==> src/rtl/me_coord_nlane.sv <==
`default_nettype none
// +----------------------------------------------------------------------+
// | me_coord_nlane: N-lane ME coordinator - age sort, stall, redirect    |
// | Rev 1.0                                                              |
// +----------------------------------------------------------------------+
module me_coord_nlane #(
  parameter int LANES     = 2,
  parameter int XLEN      = 32,
  parameter int ORD_W     = 3,
  parameter int FLUSH_CYC = 1
) (
  input  logic                   CLK,
  input  logic                   RST_n,
  input  logic [LANES-1:0]       ex_valid,
  input  logic [LANES*ORD_W-1:0] ex_order,
  input  logic [LANES*5-1:0]     ex_rd,
  input  logic [LANES-1:0]       ex_regwrite,
  input  logic [LANES*XLEN-1:0]  ex_alu,
  input  logic [LANES-1:0]       ex_pcsrc,
  input  logic [LANES*XLEN-1:0]  ex_bradd,
  input  logic [LANES-1:0]       memhaz,
  input  logic [LANES-1:0]       wb_stall,
  output logic [LANES-1:0]       me_stall,
  output logic [LANES*XLEN-1:0]  fwd_data,
  output logic [LANES*5-1:0]     fwd_rd,
  output logic [LANES-1:0]       fwd_wten,
  output logic [LANES-1:0]       wb_valid,
  output logic                   redirect_valid,
  output logic [XLEN-1:0]        redirect_pc,
  output logic [ORD_W-1:0]       head_order
);

  localparam int         CW         = 3;
  localparam logic [2:0] FLUSH_INIT = 3'(FLUSH_CYC);

  logic [LANES-1:0] valid_q, valid_d;
  logic [LANES-1:0] regwrite_q, regwrite_d;
  logic [LANES-1:0] pcsrc_q, pcsrc_d;
  logic [ORD_W-1:0] order_q [LANES];
  logic [ORD_W-1:0] order_d [LANES];
  logic [4:0]       rd_q    [LANES];
  logic [4:0]       rd_d    [LANES];
  logic [XLEN-1:0]  alu_q   [LANES];
  logic [XLEN-1:0]  alu_d   [LANES];
  logic [XLEN-1:0]  bradd_q [LANES];
  logic [XLEN-1:0]  bradd_d [LANES];
  logic [ORD_W-1:0] head_q, head_d;
  logic [2:0]       flush_q, flush_d;
  logic             redirect_valid_q, redirect_valid_d;
  logic [XLEN-1:0]  redirect_pc_q, redirect_pc_d;

  logic [ORD_W-1:0] age   [LANES];
  logic [LANES-1:0] older [LANES];
  logic [CW-1:0]    rank  [LANES];
  logic [LANES-1:0] lane_wbs, own_stall, stall, br, cand, squash, retire;
  logic             redirect, flushing;
  logic [ORD_W-1:0] redir_order;
  logic [XLEN-1:0]  redir_pc;
  logic [CW-1:0]    nret;

  always_ff @(posedge CLK or negedge RST_n) begin
    if (!RST_n) begin
      valid_q          <= '0;
      regwrite_q       <= '0;
      pcsrc_q          <= '0;
      head_q           <= '0;
      flush_q          <= '0;
      redirect_valid_q <= 1'b0;
      redirect_pc_q    <= '0;
      for (int i = 0; i < LANES; i++) begin
        order_q[i] <= '0;
        rd_q[i]    <= '0;
        alu_q[i]   <= '0;
        bradd_q[i] <= '0;
      end
    end else begin
      valid_q          <= valid_d;
      regwrite_q       <= regwrite_d;
      pcsrc_q          <= pcsrc_d;
      head_q           <= head_d;
      flush_q          <= flush_d;
      redirect_valid_q <= redirect_valid_d;
      redirect_pc_q    <= redirect_pc_d;
      order_q          <= order_d;
      rd_q             <= rd_d;
      alu_q            <= alu_d;
      bradd_q          <= bradd_d;
    end
  end

  always_comb begin
    // older[i][j]: lane j is a valid lane ahead of lane i; invalid lanes sit behind every valid one
    for (int i = 0; i < LANES; i++) begin
      age[i] = order_q[i] - head_q;
    end
    for (int i = 0; i < LANES; i++) begin
      older[i] = '0;
      for (int j = 0; j < LANES; j++) begin
        if (j != i && valid_q[j]) begin
          if (!valid_q[i] || (age[j] < age[i]) || (age[j] == age[i] && j < i)) begin
            older[i][j] = 1'b1;
          end
        end
      end
    end

    for (int i = 0; i < LANES; i++) begin
      rank[i] = '0;
      for (int j = 0; j < LANES; j++) begin
        rank[i] = rank[i] + CW'(older[i][j]);
        if (!valid_q[i] && !valid_q[j] && j < i) begin
          rank[i] = rank[i] + 3'd1;
        end
      end
    end

    for (int i = 0; i < LANES; i++) begin
      lane_wbs[i] = 1'b0;
      for (int k = 0; k < LANES; k++) begin
        if (rank[i] == CW'(k)) begin
          lane_wbs[i] = lane_wbs[i] | wb_stall[k];
        end
      end
    end
    own_stall = valid_q & (memhaz | lane_wbs);

    br = valid_q & pcsrc_q;
    for (int i = 0; i < LANES; i++) begin
      stall[i] = own_stall[i] | (|(older[i] & own_stall));
    end
    // Only the oldest branch may redirect; a stalled one blocks younger branches by propagation
    for (int i = 0; i < LANES; i++) begin
      cand[i] = br[i] & ~stall[i] & ~(|(older[i] & br));
    end
    redirect    = |cand;
    redir_order = '0;
    redir_pc    = '0;
    for (int i = 0; i < LANES; i++) begin
      redir_order = redir_order | (order_q[i] & {ORD_W{cand[i]}});
      redir_pc    = redir_pc | (bradd_q[i] & {XLEN{cand[i]}});
      squash[i]   = valid_q[i] & (|(older[i] & cand));
    end
    retire = valid_q & ~stall & ~squash;
    nret   = '0;
    for (int i = 0; i < LANES; i++) begin
      nret = nret + CW'(retire[i]);
    end

    fwd_data = '0;
    fwd_rd   = '0;
    fwd_wten = '0;
    wb_valid = '0;
    for (int k = 0; k < LANES; k++) begin
      for (int i = 0; i < LANES; i++) begin
        if (valid_q[i] && rank[i] == CW'(k)) begin
          fwd_data[k*XLEN +: XLEN] = alu_q[i];
          fwd_rd[k*5 +: 5]         = rd_q[i];
          fwd_wten[k]              = regwrite_q[i] & (rd_q[i] != 5'd0) & ~squash[i];
          wb_valid[k]              = retire[i];
        end
      end
    end
    me_stall = stall;

    flushing         = redirect | (flush_q != 3'd0);
    flush_d          = redirect ? FLUSH_INIT : ((flush_q != 3'd0) ? flush_q - 3'd1 : 3'd0);
    head_d           = redirect ? redir_order + ORD_W'(1) : head_q + ORD_W'(nret);
    redirect_valid_d = redirect;
    redirect_pc_d    = redirect ? redir_pc : '0;

    valid_d    = valid_q;
    regwrite_d = regwrite_q;
    pcsrc_d    = pcsrc_q;
    order_d    = order_q;
    rd_d       = rd_q;
    alu_d      = alu_q;
    bradd_d    = bradd_q;
    for (int i = 0; i < LANES; i++) begin
      if (!stall[i]) begin
        valid_d[i]    = ex_valid[i] & ~flushing;
        regwrite_d[i] = ex_regwrite[i];
        pcsrc_d[i]    = ex_pcsrc[i];
        order_d[i]    = ex_order[i*ORD_W +: ORD_W];
        rd_d[i]       = ex_rd[i*5 +: 5];
        alu_d[i]      = ex_alu[i*XLEN +: XLEN];
        bradd_d[i]    = ex_bradd[i*XLEN +: XLEN];
      end else if (squash[i]) begin
        valid_d[i] = 1'b0;
      end
    end
  end

  assign redirect_valid = redirect_valid_q;
  assign redirect_pc    = redirect_pc_q;
  assign head_order     = head_q;

endmodule
`default_nettype wire

==> config.mk <==
export PLATFORM = sky130hd
export DESIGN_NAME = me_coord_nlane
export DESIGN_NICKNAME = d
export VERILOG_FILES = /design/src/rtl/me_coord_nlane.sv
export SDC_FILE = /design/constraint.sdc
export NUM_CORES = 1
export LEC_CHECK = 0
export ABC_AREA = 0
export CAP_MARGIN = 5
export CORE_MARGIN = 2
export CORE_UTILIZATION = 40
export CTS_CLUSTER_DIAMETER = 100
export DETAILED_ROUTE_END_ITERATION = 10
export GPL_ROUTABILITY_DRIVEN = 0
export MAX_ROUTING_LAYER = met4
export PLACE_DENSITY = 0.67
export SYNTH_ARGS = -nofsm -noshare
export SYNTH_HDL_FRONTEND = slang
export SYNTH_SLANG_ARGS = --single-unit
==> constraint.sdc <==
create_clock -name CLK -period 5 [get_ports CLK]
set_input_delay 0.5 -clock CLK [delete_from_list [all_inputs] [get_ports CLK]]
set_output_delay 0.5 -clock CLK [all_outputs]
set_load 0.02 [all_outputs]
Word level (Yosys, flattened, before mapping)
Index checks and enable logic that the tools add are counted.
Widths: inputs -> output; s select.
Cells by class
  multiplexer cells: 33
  multipliers: 0
  $add $sub $neg: 7
  reduce and logical (&&, ||, !) cells: 22
  shift operators: 0
  eq/ne operators: 4
  bitwise gates (word level): 43
  divide/modulo/power cells: 0
  magnitude comparators: 2
Operators by type and width (count)
  $mux 32: 5
  $and 32x32->32: 2
  $or 32x32->32: 1
  $mux 1: 20
  $mux 5: 4
  $and 2x2->2: 7
  $reduce_or 2->1: 7
  $and 1x1->1: 12
  $reduce_bool 5->1: 2
  $mux 3: 3
  $not 1->1: 7
  $and 1x2->2: 3
  $and 3x3->3: 2
  $logic_not 3->1: 2
  $lt 3x3->1: 2
  $sub 3x3->3: 2
  $logic_and 1x1->1: 5
  $or 1x1->1: 5
  $ne 2x1->1 const B: 2
  $not 2->2: 2
  $add 3x1->3 const B: 1
  $add 3x2->3: 1
  $eq 3x3->1: 1
  $logic_or 1x1->1: 3
  9 further kinds: 10
Storage, ports and cells
  memory bits (read-only): 0
  bits in registers: 189
  bits in latches: 0
  memories kept: 0
  RAM bits: 0
  output and inout bits: 116
  input port bits: 156

Logic depth before layout (Yosys ltp)
  word-level depth: 28
  mapped depth: 20

Worst setup path after synthesis
No wires, ideal clock.
  path type: register -> register
  start point: register head_q[0] (netlist: head_order[0])
  end point: register head_q[2] (netlist: head_order[2])
  arrival time: 3.596 ns
  clock period less this slack: 3.695 ns
  path slack: 1.305 ns
  setup time: 0.099 ns
  cell stages (with the launch flop): 19
  cell sequence: dfrtp_1 ha_1 inv_1 fa_1 xnor2_1 xnor2_1 ha_1 a21o_1 a31oi_1 or3b_4 nand3b_2 o31ai_1 nand2b_1 fa_1 inv_1 ha_1 xor2_1 o31ai_1 a311oi_1
Between the ends
  cells in the longest elaborated chain, start to end: 28
  elaborated cells on any way between the ends: 61
  those cells by class: 6 x add/sub; 2 x order compare; 2 x eq/ne; 10 x mux; 29 x bitwise; 12 x reduce/logical
Ends and longest elaborated chain
  from (decl): RTL line 47  | logic [ORD_W-1:0] head_q, head_d;
  from (signal assigned): RTL line 66  | head_q <= '0;
  from (signal assigned): RTL line 80  | head_q <= head_d;
  $sub 3x3->3: RTL line 94  | age[i] = order_q[i] - head_q;
  $lt 3x3->1: RTL line 100  | if (!valid_q[i] || (age[j] < age[i]) || (age[j] == age[i] && j < i)) begin
  $logic_or 1x1->1 (2 in a row): RTL line 100
  $mux 1: RTL line 100
  $mux 1: RTL line 99  | if (j != i && valid_q[j]) begin
  $add 1x1->2: RTL line 112  | rank[i] = rank[i] + 3'd1;
  $mux 2: RTL line 111  | if (!valid_q[i] && !valid_q[j] && j < i) begin
  $logic_not 3->1: RTL line 120  | if (rank[i] == CW'(k)) begin
  (+12 left out)
  $reduce_or 2->1: RTL line 141  | squash[i] = valid_q[i] & (|(older[i] & cand));
  $and 1x1->1: RTL line 141
  $not 2->2: RTL line 143  | retire = valid_q & ~stall & ~squash;
  $and 2x2->2: RTL line 143
  $add 1x1->2: RTL line 146  | nret = nret + CW'(retire[i]);
  $add 3x2->3: RTL line 167  | head_d = redirect ? redir_order + ORD_W'(1) : head_q + ORD_W'(nret);
  $mux 3 *: RTL line 167
  via head_d[2]: RTL line 47
The timed path passes the listed nets; every way through them passes the cells marked *.
A chain may end at the register's enable or synchronous reset.

Worst setup path after layout
  start point: register order_q[0] (netlist name)
  end point: output port fwd_wten[0]
Between the ends
  cells in the longest elaborated chain, start to end: 27
  elaborated cells on any way between the ends: 56
  those cells by class: 2 x add/sub; 2 x order compare; 2 x eq/ne; 11 x mux; 26 x bitwise; 13 x reduce/logical
Ends and longest elaborated chain
  from (decl): RTL line 39  | logic [ORD_W-1:0] order_q [LANES];
  from (signal assigned): RTL line 84  | order_q <= order_d;
  $sub 3x3->3 *: RTL line 94
  $lt 3x3->1: RTL line 100
  $logic_or 1x1->1 (2 in a row): RTL line 100
  $mux 1: RTL line 100
  $mux 1: RTL line 99
  $add 1x1->2: RTL line 112
  $mux 2: RTL line 111
  $logic_not 3->1: RTL line 120, 155
  (+9 left out)
  $and 1x1->1 (2 in a row): RTL line 133  | cand[i] = br[i] & ~stall[i] & ~(|(older[i] & br));
  $and 2x2->2: RTL line 141
  $reduce_or 2->1: RTL line 141
  $and 1x1->1: RTL line 141
  $not 1->1: RTL line 158  | fwd_wten[k] = regwrite_q[i] & (rd_q[i] != 5'd0) & ~squash[i];
  $and 1x1->1: RTL line 158
  $mux 1: RTL line 155  | if (valid_q[i] && rank[i] == CW'(k)) begin
  $mux 1 *: RTL line 155
  to (decl): RTL line 26  | output logic [LANES-1:0] fwd_wten,
Mark *: on every way between the ends. The rest lies on a longest branch, timed or not.

==> flow_summary_export.csv <==
group,metric,value,unit
power_and_ir_drop,comb_power_share,0.637,
logic_synthesis,muxShareOfSynthArea,0.217,
floorplanning,coreArea,0.0210,mm²
hold_path,hold_class,"primary input to async pin",
logic_synthesis,synth_seq_cells,189,
routing,ant_nets,0,
logic_synthesis,ys_warn_count,0,
floorplanning,initial_core_util,0.407,
global_routing,overflow,0,
power_and_ir_drop,p_clk_frac,0.115,
clock_network,ctsResizeCount,0,
timing,slew_viol_final,0,
clock_network,cts_hold_buf,0,
routing,first_iter_violations,228,
clock_network,clk_latency,0.43,ns
global_routing,antenna_found_initial,2,
clock_network,post_cts_buffers,0,
logic_synthesis,yosysUniqueCellTypes,53,
logic_synthesis,synth_nets,758,
worst_setup_path,crit_path_frequent_cell,"inv_1",
global_routing,grt_max_degree,103,
floorplanning,fp-row-count,53,
logic_synthesis,synth_xor_area_frac,0.00616,
layout,n_fill_cell,1730,
worst_setup_path,rr_endpoint,"head_order[2]",
layout,num-nets-final,1015,
placement,dp_hpwl,15700,µm
worst_setup_path,crit_chain,"inv_1 -> ha_1 -> inv_1 -> fa_1 -> xnor2_1 -> xnor2_1 -> ha_1 -> nand2_1 -> o22a_1 -> nand2_1 -> a21boi_4 -> buf_12 -> inv_1 -> o22ai_1 -> clkdlybuf4s50_1",
logic_synthesis,synthCells,591,
timing,finalSetupViolCount,0,
worst_setup_path,cp_max_fo,30,
clock_network,cts_buffers,17,
logic_synthesis,synth_top_family_by_area,"multiplexers",
worst_setup_path,crit_path_max_incr_delay,0.67,ns
power_and_ir_drop,p_leak,5.07,nW
logic_synthesis,synth-simple-area-share,0.0267,
worst_setup_path,critical_path_class,"register to primary output",
clock_network,h-tree-depth,4,
timing,rsz0062_at_grt,"false",
routing,finalWirelength,23000,µm
worst_setup_path,critPathCapture,"fwd_wten[0]",
worst_setup_path,reg2regPathDepth,19,
timing,relSlewSlack,0.456,
timing,final.min_clock_period,4.73,ns
placement,port_buffers,271,
floorplanning,die_area,0.0225,mm²
worst_setup_path,critPathLaunch,"order_q[0]",
worst_setup_path,ff2ff_setup_slack,0.90,ns
logic_synthesis,async_flop_share,1.00,
layout,instances_no_fill,1139,
clock_network,cts_tree,"built",
global_routing,grt_pass1_vias,6274,
power_and_ir_drop,power_density,944,mW/mm²
logic_synthesis,synth_edf_count,0,
clock_network,cts_buffer_depth,2,
floorplanning,die_w,150,µm
logic_synthesis,yosys.area_share.adder,0.0188,
logic_synthesis,synthesis.area,0.00854,mm²
logic_synthesis,ys_seq_area_frac,0.554,
floorplanning,die_y,150,µm
power_and_ir_drop,ir_drop,0.959,mV
timing,fmax,211,MHz
global_routing,grt_pass1_wl,35000,µm
status,outcome,"finished clean",
worst_setup_path,worstReg2RegStart,"order_q[0]",
routing,avgRoutedWirePerCell,20.2,µm
clock_network,clockRootBuffer,"clkbuf_16",
power_and_ir_drop,power.switching,4.64,mW
routing,num_vias,6031,
global_routing,grt_usage,0.210,
timing,post-route-period-util,0.946,
timing,worst_slew_pin_slew,0.816,ns
power_and_ir_drop,p_seq_frac,0.248,
clock_network,clkSinkCount,189,
worst_setup_path,slowest_stage,"clkdlybuf4s50_1",
worst_setup_path,cp-start-kind,"register",
timing,fin_tns_setup,0,ns
worst_setup_path,crit_arrival,4.23,ns
routing,drt_pass1_iterations,4,
logic_synthesis,synth-compound-area-share,0.136,
timing,hold_viol,0,
run,maxCapViolCount,0,
power_and_ir_drop,p_int,6.72,mW
layout,final_layout_size_suffix_gt1_frac,0.232,
power_and_ir_drop,swShare,0.408,
clock_network,cts.clk_slew.worst_paths,0.07,ns
logic_synthesis,synth_ff_type,"dfrtp_1",
worst_setup_path,required,4.50,ns
worst_setup_path,crit_path_end_kind,"primary output",
placement,placed_cells,1104,
logic_synthesis,postSynthAreaPerCell,14.4,µm²
routing,vias_per_cell,5.29,
timing,clock_skew,0.0116,ns
layout,area_delta_synth_final,41.0,%
floorplanning,ios,272,
routing,drc_errors,0,
-- synthesized netlist by cell type (all sizes together), types with 6 or more instances --
library cell / n / area [µm²]
inv: 14 / 52.6
nand2: 9 / 33.8
a22o: 110 / 972
nor2: 6 / 22.5
o21ai: 8 / 43.8
buf: 37 / 275
mux2: 149 / 1820
dfrtp: 189 / 4730
clkbuf: 6 / 22.5
ha: 8 / 100
-- power by group through the flow --
stage	Clock (mW)	Combinational, mW	Sequential [mW]
4_1_cts	1.34	7.30	2.81
2_1_floorplan	0	5.16	2.71
3_3_place_gp	0	7.11	2.81
3_5_place_dp	0	7.28	2.84
6_report	1.30	7.24	2.82
5_1_grt	1.41	7.70	2.91
-- cell families after synthesis --
kind of cell | after synthesis
buffers and inverters | 57
flip-flops | 189
adder cells (fa/ha/maj) | 11
XOR/XNOR | 6
multiplexers | 152
AND/OR/NAND/NOR | 39
AO/OA/AOI/OAI | 137
-- cell usage in the layout, fill, tap and decap left out, drive strengths merged, types with 2 or more instances in the layout --
master | synthesis | layout
clkinvlp | 0 | 3
xnor2 | 3 | 3
a21oi | 2 | 2
o22ai | 2 | 2
diode | 0 | 3
or4 | 2 | 2
o21ai | 8 | 8
nand2 | 9 | 9
inv | 14 | 19
clkinv | 0 | 4
nand4 | 2 | 2
a22o | 110 | 110
fa | 3 | 3
mux2i | 3 | 3
o31ai | 2 | 2
clkdlybuf4s50 | 0 | 270
nand2b | 2 | 2
dfrtp | 189 | 189
and2 | 3 | 3
nand3b | 3 | 3
and3 | 3 | 3
mux2 | 149 | 149
nand3 | 2 | 2
nor2 | 6 | 6
ha | 8 | 8
buf | 37 | 10
xor2 | 3 | 3
nand4b | 2 | 2
o21a | 2 | 2
a21boi | 2 | 2
clkbuf | 6 | 21
-- area by class of cell --
| class | instances | area [µm²] | area share |
|---|---|---|---|
| Timing Repair Buffer | 281 | 2850 | 0.236 |
| Inverter | 14 | 52.6 | 0.00437 |
| Antenna cell | 3 | 7.51 | 0.000624 |
| Sequential cell | 189 | 4730 | 0.393 |
| Multi-Input combinational cell | 345 | 3490 | 0.290 |
| Tap cell | 275 | 344 | 0.0286 |
| Clock buffer | 20 | 457 | 0.0380 |
| Clock inverter | 12 | 104 | 0.00863 |
-- critical path: cells and delay by family (launching register included) --
kind,cells,cell delay [ns]
xor+xnor,2,0.32
flops,1,0.42
compound gates,3,0.81
fa+ha+maj,3,0.82
simple gates,2,0.30
buf+inv,5,1.11
-- routing by layer --
| metal | track usage | vias to the layer above | share of wire |
|---|---|---|---|
| met5 | - | - | 0 |
| met2 | 0.315 | 268 | 0.46 |
| met3 | 0.0686 | 38 | 0.096 |
| met4 | 0.0736 | 0 | 0.022 |
| li1 | - | 2726 | - |
| met1 | 0.268 | 2999 | 0.42 |
-- worst min path at each step --
stage,from,end,slack [ns]
after detailed placement,bradd_q[41],redirect_pc[9],0.47
after global placement,bradd_q[34],redirect_pc[2],0.47
after global routing,RST_n,alu_q[49],0.20
final,RST_n,alu_q[49],0.13
after floorplan,RST_n,alu_q[0],0.20
after CTS,RST_n,alu_q[49],0.18
-- flip-flops by register name, summed over array words and instances (netlist names) --
name	count
flush_q	3
valid_q	2
pcsrc_q	2
regwrite_q	2
order_q	6
bradd_q	64
redirect_pc	32
redirect_valid	1
rd_q	10
head_order	3
alu_q	64
-- stage by stage --
stage	worst slack (ns)	total power, mW	utilization	hold WS, ns	area [µm²]
floorplan	1.30	7.87	-	0.204	8540
global placement	0.794	9.92	0.547	0.468	11500
detailed placement	0.679	10.1	0.547	0.472	11500
CTS	0.202	11.5	0.574	0.183	12000
global route	0.0150	12.0	0.574	0.204	12000
finish	0.270	11.4	0.574	0.131	12000
Power figures use the tool's default switching activity.
